File: src/rtl/issue_scoreboard.sv
// Issue hazard scoreboard: two load-latency entries plus a multi-cycle divider tracker.
// Define ISSUE_SCOREBOARD_SLAVE_ISSUE_EN for dual issue; without it the slave never issues.
module issue_scoreboard #(
    parameter int LOAD_LAT = 2,
    parameter int DIV_LAT  = 32
) (
    input  logic       clk,
    input  logic       rst,
    input  logic       issue_valid,
    input  logic [4:0] master_rs,
    input  logic [4:0] master_rt,
    input  logic       master_wen,
    input  logic [4:0] master_waddr,
    input  logic       master_is_load,
    input  logic       master_is_div,
    input  logic       slave_valid,
    input  logic [4:0] slave_rs,
    input  logic [4:0] slave_rt,
    input  logic       flush,
    output logic       master_stall,
    output logic       slave_block,
    output logic       div_busy,
    output logic       ld_full
);

    typedef enum logic [1:0] {IDLE, BUSY, DONE} div_state_t;

    localparam logic [2:0] LOAD_INIT = 3'(LOAD_LAT);
    localparam logic [5:0] DIV_INIT  = 6'(DIV_LAT - 1);

    logic       ld_valid [2];
    logic [4:0] ld_waddr [2];
    logic [2:0] ld_cnt   [2];
    logic [1:0] ld_pending;
    logic [1:0] ld_alloc;

    div_state_t div_state, div_state_next;
    logic [5:0] div_cnt, div_cnt_next;
    logic [4:0] div_waddr, div_waddr_next;

    logic load_hit, div_hit, stall, load_accept, div_start;

    // Register 0 is hardwired, so it never creates a dependency.
    function automatic logic reg_match(input logic [4:0] src, input logic [4:0] dst);
        return (src != 5'd0) && (src == dst);
    endfunction

    always_comb begin
        ld_pending = '0;
        load_hit   = 1'b0;
        for (int i = 0; i < 2; i++) begin
            ld_pending[i] = ld_valid[i] && (ld_cnt[i] != 3'd0);
            if (ld_pending[i] &&
                (reg_match(master_rs, ld_waddr[i]) || reg_match(master_rt, ld_waddr[i])))
                load_hit = 1'b1;
        end
    end

    assign ld_full      = &ld_pending;
    assign div_busy     = (div_state == BUSY);
    assign div_hit      = div_busy &&
                          (reg_match(master_rs, div_waddr) || reg_match(master_rt, div_waddr));
    assign stall        = issue_valid && (load_hit || (master_is_load && ld_full) ||
                                          (div_busy && master_is_div) || div_hit);
    assign master_stall = stall;
    assign load_accept  = issue_valid && !stall && master_is_load && (master_waddr != 5'd0);
    assign div_start    = issue_valid && !stall && master_is_div && (div_state == IDLE);

    // An entry whose count has run out is free even before its valid bit drops.
    always_comb begin
        ld_alloc    = '0;
        ld_alloc[0] = load_accept && !ld_pending[0];
        ld_alloc[1] = load_accept && ld_pending[0] && !ld_pending[1];
    end

    always_ff @(posedge clk or posedge rst) begin
        if (rst) begin
            for (int i = 0; i < 2; i++) begin
                ld_valid[i] <= 1'b0;
                ld_waddr[i] <= '0;
                ld_cnt[i]   <= '0;
            end
        end else if (flush) begin
            for (int i = 0; i < 2; i++) begin
                ld_valid[i] <= 1'b0;
                ld_waddr[i] <= '0;
                ld_cnt[i]   <= '0;
            end
        end else begin
            for (int i = 0; i < 2; i++) begin
                if (ld_alloc[i]) begin
                    ld_valid[i] <= 1'b1;
                    ld_waddr[i] <= master_waddr;
                    ld_cnt[i]   <= LOAD_INIT;
                end else if (ld_valid[i]) begin
                    if (ld_cnt[i] != 3'd0)
                        ld_cnt[i] <= ld_cnt[i] - 3'd1;
                    else
                        ld_valid[i] <= 1'b0;
                end
            end
        end
    end

    always_ff @(posedge clk or posedge rst) begin
        if (rst) begin
            div_state <= IDLE;
            div_cnt   <= '0;
            div_waddr <= '0;
        end else begin
            div_state <= div_state_next;
            div_cnt   <= div_cnt_next;
            div_waddr <= div_waddr_next;
        end
    end

    // DONE lasts one cycle: the result forwards there, so nothing stalls on it.
    always_comb begin
        div_state_next = div_state;
        div_cnt_next   = div_cnt;
        div_waddr_next = div_waddr;
        if (flush) begin
            div_state_next = IDLE;
            div_cnt_next   = '0;
        end else begin
            case (div_state)
                IDLE: if (div_start) begin
                    div_state_next = BUSY;
                    div_cnt_next   = DIV_INIT;
                    div_waddr_next = master_waddr;
                end
                BUSY: begin
                    if (div_cnt == 6'd0)
                        div_state_next = DONE;
                    else
                        div_cnt_next = div_cnt - 6'd1;
                end
                DONE:    div_state_next = IDLE;
                default: div_state_next = IDLE;
            endcase
        end
    end

`ifdef ISSUE_SCOREBOARD_SLAVE_ISSUE_EN
    logic slave_hit;

    always_comb begin
        slave_hit = 1'b0;
        for (int i = 0; i < 2; i++)
            if (ld_pending[i] &&
                (reg_match(slave_rs, ld_waddr[i]) || reg_match(slave_rt, ld_waddr[i])))
                slave_hit = 1'b1;
        if (div_busy && (reg_match(slave_rs, div_waddr) || reg_match(slave_rt, div_waddr)))
            slave_hit = 1'b1;
        if (master_wen &&
            (reg_match(slave_rs, master_waddr) || reg_match(slave_rt, master_waddr)))
            slave_hit = 1'b1;
        if (master_is_load || master_is_div)
            slave_hit = 1'b1;
    end

    assign slave_block = !rst && (stall || (slave_valid && slave_hit));
`else
    logic unused_slave;
    assign unused_slave = ^{slave_valid, slave_rs, slave_rt, master_wen};
    assign slave_block  = 1'b1;
`endif

endmodule

File: config.mk
export PLATFORM = sky130hd
export DESIGN_NAME = issue_scoreboard
export DESIGN_NICKNAME = d
export VERILOG_FILES = /design/src/rtl/issue_scoreboard.sv
export SDC_FILE = /design/constraint.sdc
export NUM_CORES = 1
export LEC_CHECK = 0
export ABC_CLOCK_PERIOD_IN_PS = 4500
export CAP_MARGIN = 0
export CORE_UTILIZATION = 50
export DETAILED_ROUTE_END_ITERATION = 16
export PLACE_DENSITY_LB_ADDON = 0.15
export SETUP_SLACK_MARGIN = 0.15
export SLEW_MARGIN = 20
export SYNTH_ARGS = -nofsm -noshare
export SYNTH_HDL_FRONTEND = slang
export SYNTH_SLANG_ARGS = --single-unit
File: constraint.sdc
create_clock -name clk -period 4.5 [get_ports clk]
set_clock_uncertainty 0.2 [all_clocks]
set_input_delay 1.125 -clock clk [delete_from_list [all_inputs] [get_ports clk]]
set_output_delay 1.125 -clock clk [all_outputs]
set_load 0.05 [all_outputs]
==> results of run 1 <==
routing by layer:
metal / global-route usage (%) / part of all wire [%]
met1: 33.0 / 42
met2: 47.2 / 52
met3: 5.18 / 4.1
met4: 7.78 / 1.3
met5: 0 / 0
per-stage QoR:
| step | total power, W | setup slack [ns] |
|---|---|---|
| after floorplan | 0.000460 | 0.394 |
| after global placement | 0.000518 | -0.128 |
| after detailed placement | 0.000528 | -0.149 |
| after CTS | 0.000818 | 0.156 |
| after global routing | 0.000863 | 0.145 |
| final | 0.000826 | 0.184 |
cells in the mapped netlist, drive strengths merged, types with 5 or more instances:
cell / count / area, sq um
a21oi: 7 / 35.0
dfrtp: 31 / 776
ha: 6 / 75.1
inv: 12 / 45.0
mux2: 6 / 67.6
mux2i: 5 / 50.1
nand2: 15 / 56.3
nand3: 18 / 90.1
nor2: 11 / 51.3
nor3: 5 / 36.3
o21ai: 11 / 55.1
xnor2: 20 / 175
xor2: 10 / 87.6
cell type report:
cell class	instances	area share, %
well taps	48	2.38
inverters	13	1.94
repair buffers	41	13.9
clock inverters	2	1.39
multi-input cells	155	46.3
clock buffers	6	3.28
flip-flops and latches	31	30.8
worst paths after layout:
check	to	slack, ns	depth (start not counted)
min in group asynchronous	ld_cnt[4]	1.06	2
max	master_stall	0.18	8
min	div_cnt[5]	0.30	1
max reg2reg	div_waddr[4]	1.67	10
min reg2reg	div_cnt[5]	0.30	1
max in group asynchronous	ld_waddr[2]	2.61	2
what timing repair did:
item / in CTS / in global routing
gates cloned: 0 / 0
buffers inserted: 3 / 2
resized for setup: 26 / 12
pin swaps: 11 / 8
setup endpoints to repair: 1 / 1
hold endpoints to repair: 0 / 0
cells by family after synthesis:
| group | count (synthesis) | share of synthesized area (%) |
|---|---|---|
| other | 1 | 0.193 |
| multiplexers | 11 | 6.05 |
| adder cells (fa/ha/maj) | 6 | 3.86 |
| flip-flops | 31 | 39.9 |
| XOR/XNOR | 30 | 13.5 |
| AO/OA/AOI/OAI | 40 | 14.6 |
| AND/OR/NAND/NOR | 67 | 18.1 |
| buffers and inverters | 18 | 3.73 |
sequential cells by signal, indices dropped and copies added, names as in the netlist:
name,count
ld_waddr,10
div_cnt,6
ld_cnt,6
div_waddr,5
div_state,2
ld_valid,2
where the power goes:
part / leakage, nW / switching, W / internal, W
registers: 0.414 / 0.0000287 / 0.000307
logic: 0.587 / 0.000112 / 0.0000961
clock network: 0.0612 / 0.000103 / 0.000179
==> key figures, run 1 <==
Run status
  – Status: completed

Place
  – Input/output buffers: 23
  – Placed cells: 283
  – Routability congestion estimate: 0.928
  – Placed cell areas: 0.00230 sq mm
  – HPWL Detailed: 3530 microns

Power
  – P per Cell Area: 328 mW/mm^2
  – Static Leak: 1.06 nW
  – Peak VDD IR: 0.000227 V

Hold path
  – Hold path start: div_cnt[5]
  – HP Class: register to register

GRT
  – Gr usage total: 26.8%
  – Pin count of the biggest net entering global routing: 32
  – Global-route wire length before repair: 8400 microns
  – GR Overflow Total: 0
  – Initial antenna violation count: 0
  – Vias in the first global route: 1799

Floorplan
  – # rows: 22
  – Die Ht: 64.3 microns
  – I/O pin cnt: 37
  – Core box area: 0.00369 sq mm
  – Starting Density: 52.7%
  – Die extent in x: 64.3 microns
  – Die area: 0.00414 sq mm

Setup path
  – Worst setup startpoint: master_rs[2]
  – Reg-to-reg startpoint: ld_cnt[3]
  – Critical-path top delay cell: or4_4
  – Required time of the critical path: 3.17 ns
  – Crit-path leading delay family: simple AND/OR/NAND/NOR gates
  – Crit Path Category: input pin to output pin
  – CP endpoint kind: output pin
  – Crit Path Max Fanout: 3
  – Worst path cell trace: clkdlybuf4s15_1 > or4_4 > nor2_4 > nor4_4 > o31a_1 > a211o_2 > and2_4 > buf_8
  – Critical Path Source Type: input pin
  – Worst Path Buf+Inv: 2
  – CP peak stage delay: 0.54 ns
  – Critical Path AT: 2.99 ns

Routing
  – Antenna Nets Post-Route: 0
  – 1st-iter DRT viols: 118
  – Drc violations: 0
  – Vias post-DR: 1766
  – Detailed Routing Iterations Pass 1: 4
  – Detailed Route WL: 5000 microns
  – Vias per cell: 5.97
  – DR WL/cell: 16.9 microns

Layout
  – Commonest cells after routing, fill and taps aside: 31 x dfrtp_1, 20 x xnor2_1, 18 x nand3_1, 18 x buf_4, 15 x nand2_1
  – Finished Cell Area: 0.00252 sq mm
  – Ant. Diodes: 0
  – Multi-input logic area: 0.00117 sq mm
  – Core Util, Final: 68.3%
  – Layout cells sized above 1: 21.4%
  – Most common cell after layout, fill and taps aside: dfrtp_1
  – Register area: 776 sq um
  – Layout Area Growth over Synthesis: 29.7%
  – FILL cells: 290
  – Fin cells: 296
  – Nets: 286

STA
  – Slew Limit Fails: 0
  – RSZ-0062 raised after global routing: no
  – Worst relative slew slack: 53.4%
  – Fmax: 232 MHz
  – Final clock period utilization by the worst path: 95.9%
  – Least-Margin Pin Slew: 0.698 ns
  – Final hold vios: 0
  – Setup TNS Final: 0 ns
  – Final min period: 4.32 ns
  – WHS: 0.295 ns
  – Setup violators final: 0

Synthesis
  – Synth Register Bits: 31
  – Number of flops mapped to enable cells by yosys: 0
  – Average instance area after synthesis: 9.53 sq um
  – Synth Warn #: 0
  – Cell variety after synth: 44
  – Post-Syn Nets: 243
  – Ys async rst share: 100%
  – Netlist Area Pre-Place: 0.00194 sq mm
  – Post-Syn Instances: 204
  – Sequential fraction of the synthesis area: 39.9%
  – Main synth FF type: dfrtp_1

Run
  – Max Cap Viol: 0

Clocking
  – Cts hold-fix bufs: 0
  – Num CTS Buffers: 5
  – Clock Sinks: 31
  – Reg clk slew, reported paths: 0.07 ns
  – CTS tree: yes
  – Clk buf depth: 2
  – Worst-skew pair later-pin latency: 0.28 ns
  – H-tree Lvls: 2
  – Root Driver: clkbuf_8
(Power assumes the default switching activity.)
==> run 2: changes to the inputs <==
--- a/config.mk
+++ b/config.mk
@@ -5,6 +5,7 @@
 export SDC_FILE = /design/constraint.sdc
 export NUM_CORES = 1
 export LEC_CHECK = 0
+export ABC_AREA = 0
 export ABC_CLOCK_PERIOD_IN_PS = 4500
 export CAP_MARGIN = 0
 export CORE_UTILIZATION = 50
==> results of run 2 <==
Same layout as run 1: the final DEF is identical, and so are final timing and power.
==> run 3: changes to the inputs <==
--- a/config.mk
+++ b/config.mk
@@ -11,6 +11,7 @@
 export CORE_UTILIZATION = 50
 export DETAILED_ROUTE_END_ITERATION = 16
 export PLACE_DENSITY_LB_ADDON = 0.15
+export REMOVE_ABC_BUFFERS = 1
 export SETUP_SLACK_MARGIN = 0.15
 export SLEW_MARGIN = 20
 export SYNTH_ARGS = -nofsm -noshare
==> key figures, run 3 (synthesis results as in run 1) <==
STA
  – RSZ-0062 raised after global routing: no (unchanged)
  – Least-Margin Pin Slew: 0.670 ns (was 0.698 ns)
  – Fmax: 231 MHz (was 232 MHz)
  – Setup violators final: 0 (unchanged)
  – Worst relative slew slack: 55.3% (was 53.4%)
  – Final clock period utilization by the worst path: 96.0% (was 95.9%)
  – Final min period: 4.32 ns (about the same)
  – Slew Limit Fails: 0 (unchanged)
  – Final hold vios: 0 (unchanged)
  – WHS: 0.303 ns (was 0.295 ns)

Clocking
  – Cts hold-fix bufs: 0 (unchanged)
  – Worst-skew pair later-pin latency: 0.28 ns (about the same)
  – Reg clk slew, reported paths: 0.06 ns (was 0.07 ns)
  – Root Driver: clkbuf_8 (unchanged)
  – H-tree Lvls: 2 (unchanged)
  – Num CTS Buffers: 5 (unchanged)
  – Clock Sinks: 31 (unchanged)
  – CTS tree: yes (unchanged)
  – Clk buf depth: 2 (unchanged)

GRT
  – GR Overflow Total: 0 (unchanged)
  – Initial antenna violation count: 0 (unchanged)
  – Pin count of the biggest net entering global routing: 32 (unchanged)
  – Global-route wire length before repair: 8310 microns (was 8400 microns)
  – Vias in the first global route: 1761 (was 1799)
  – Gr usage total: 26.5% (was 26.8%)

Floorplan
  – Core box area: 0.00369 sq mm (unchanged)
  – I/O pin cnt: 37 (unchanged)
  – Die area: 0.00414 sq mm (unchanged)
  – Starting Density: 52.7% (unchanged)
  – Die Ht: 64.3 microns (unchanged)
  – Die extent in x: 64.3 microns (unchanged)
  – # rows: 22 (unchanged)

Layout
  – Fin cells: 295 (was 296)
  – Most common cell after layout, fill and taps aside: dfrtp_1 (unchanged)
  – Top Registers: ld_waddr: 10 flops, div_cnt: 6 flops, ld_cnt: 6 flops (unchanged)
  – Largest register FFs: 10 (unchanged)
  – Ant. Diodes: 0 (unchanged)
  – Commonest cells after routing, fill and taps aside: 31 x dfrtp_1, 20 x xnor2_1, 18 x nand3_1, 18 x buf_4, 15 x nand2_1 (unchanged)
  – Register with the most flip-flops: ld_waddr (unchanged)
  – Layout Area Growth over Synthesis: 28.3% (was 29.7%)
  – Finished Cell Area: 0.00249 sq mm (was 0.00252 sq mm)
  – Nets: 286 (unchanged)
  – Layout cells sized above 1: 20.6% (was 21.4%)

Hold path
  – HP Class: register to register (unchanged)

Routing
  – Detailed Route WL: 4860 microns (was 5000 microns)
  – Vias per cell: 5.84 (was 5.97)
  – Detailed Routing Iterations Pass 1: 4 (unchanged)
  – 1st-iter DRT viols: 103 (was 118)
  – Vias post-DR: 1723 (was 1766)
  – DR WL/cell: 16.5 microns (was 16.9 microns)
  – Drc violations: 0 (unchanged)
  – Antenna Nets Post-Route: 0 (unchanged)

Power
  – Static Leak: 1.05 nW (was 1.06 nW)
  – P per Cell Area: 306 mW/mm^2 (was 328 mW/mm^2)
  – Power Total: 0.000764 W (was 0.000826 W)
  – Peak VDD IR: 0.000187 V (was 0.000227 V)

Setup path
  – Critical Path AT: 3.00 ns (was 2.99 ns)
  – Crit Path Category: input pin to output pin (unchanged)
  – Crit Path Max Fanout: 3 (unchanged)
  – Critical Path Source Type: input pin (unchanged)
  – CP endpoint kind: output pin (unchanged)
  – Required time of the critical path: 3.17 ns (about the same)

Place
  – Placed cell areas: 0.00230 sq mm (unchanged)
  – Placed cells: 283 (unchanged)
  – HPWL Detailed: 3590 microns (was 3530 microns)
  – Routability congestion estimate: 0.896 (was 0.928)
  – Input/output buffers: 23 (unchanged)

Run status
  – Status: completed (unchanged)

Run
  – Max Cap Viol: 0 (unchanged)
## run 3: changes by cell type in the layout (fill, tap and decap cells not counted), sizes merged
cell	before	now
clkbuf	8	7
dlygate4sd2	2	3
bufinv	1	0
## run 3: report_power, final
| group | internal, W | leakage (nW) | switching, W |
|---|---|---|---|
| clock network | 0.000120 | 0.0470 | 0.0000979 |
| logic | 0.0000951 | 0.587 | 0.000112 |
| registers | 0.000307 | 0.414 | 0.0000326 |
## run 3: final timing paths
kind | to | cells past startpoint | startpoint | slack (ns)
max | master_stall | 8 | master_rs[4] | 0.18
min | div_cnt[5] | 1 | div_cnt[5] | 0.30
max reg2reg | div_waddr[4] | 11 | ld_cnt[3] | 1.58
min reg2reg | div_cnt[5] | 1 | div_cnt[5] | 0.30
max in group asynchronous | div_waddr[0] | 2 | rst | 2.62
min in group asynchronous | ld_cnt[3] | 2 | rst | 1.05
## run 3: layer usage
metal,track usage (%),wire length [microns],vias to the layer above
met5,0,0,-
met4,7.78,61,0
met3,5.36,129,7
met2,46.8,2650,35
met1,32.1,2020,869
li1,-,-,812
## run 3: cell type report
type,instances,area [sq um]
fill,300,1190
multi-input combinational,155,1170
sequential,31,776
timing repair buffer,41,354
clock buffer,6,82.6
tap,48,60.1
inverter,13,48.8
clock inverter,1,5.00
## run 3: critical path, cell delays in order
cell and delay [ns]:
clkdlybuf4s15_1 0.20, or4_4 0.54, nor2_4 0.16, nor4_2 0.08, o31a_1 0.27, a211o_2 0.32, and2_4 0.16, buf_8 0.14
## run 3: through the flow
stage                     setup TNS, ns  util, %  setup WS (ns)
after detailed placement         -0.163     62.5         -0.163
after floorplan                       0        -          0.394
after global placement           -0.127     62.5         -0.127
after global routing                  0     67.6          0.149
after CTS                             0     67.4          0.150
final                                 0     67.6          0.178
## run 3: repair_timing
action,CTS,global route
setup endpoints to repair,1,1
cloned,0,0
setup buffers,3,2
pin swaps,10,8
resized for setup,33,3
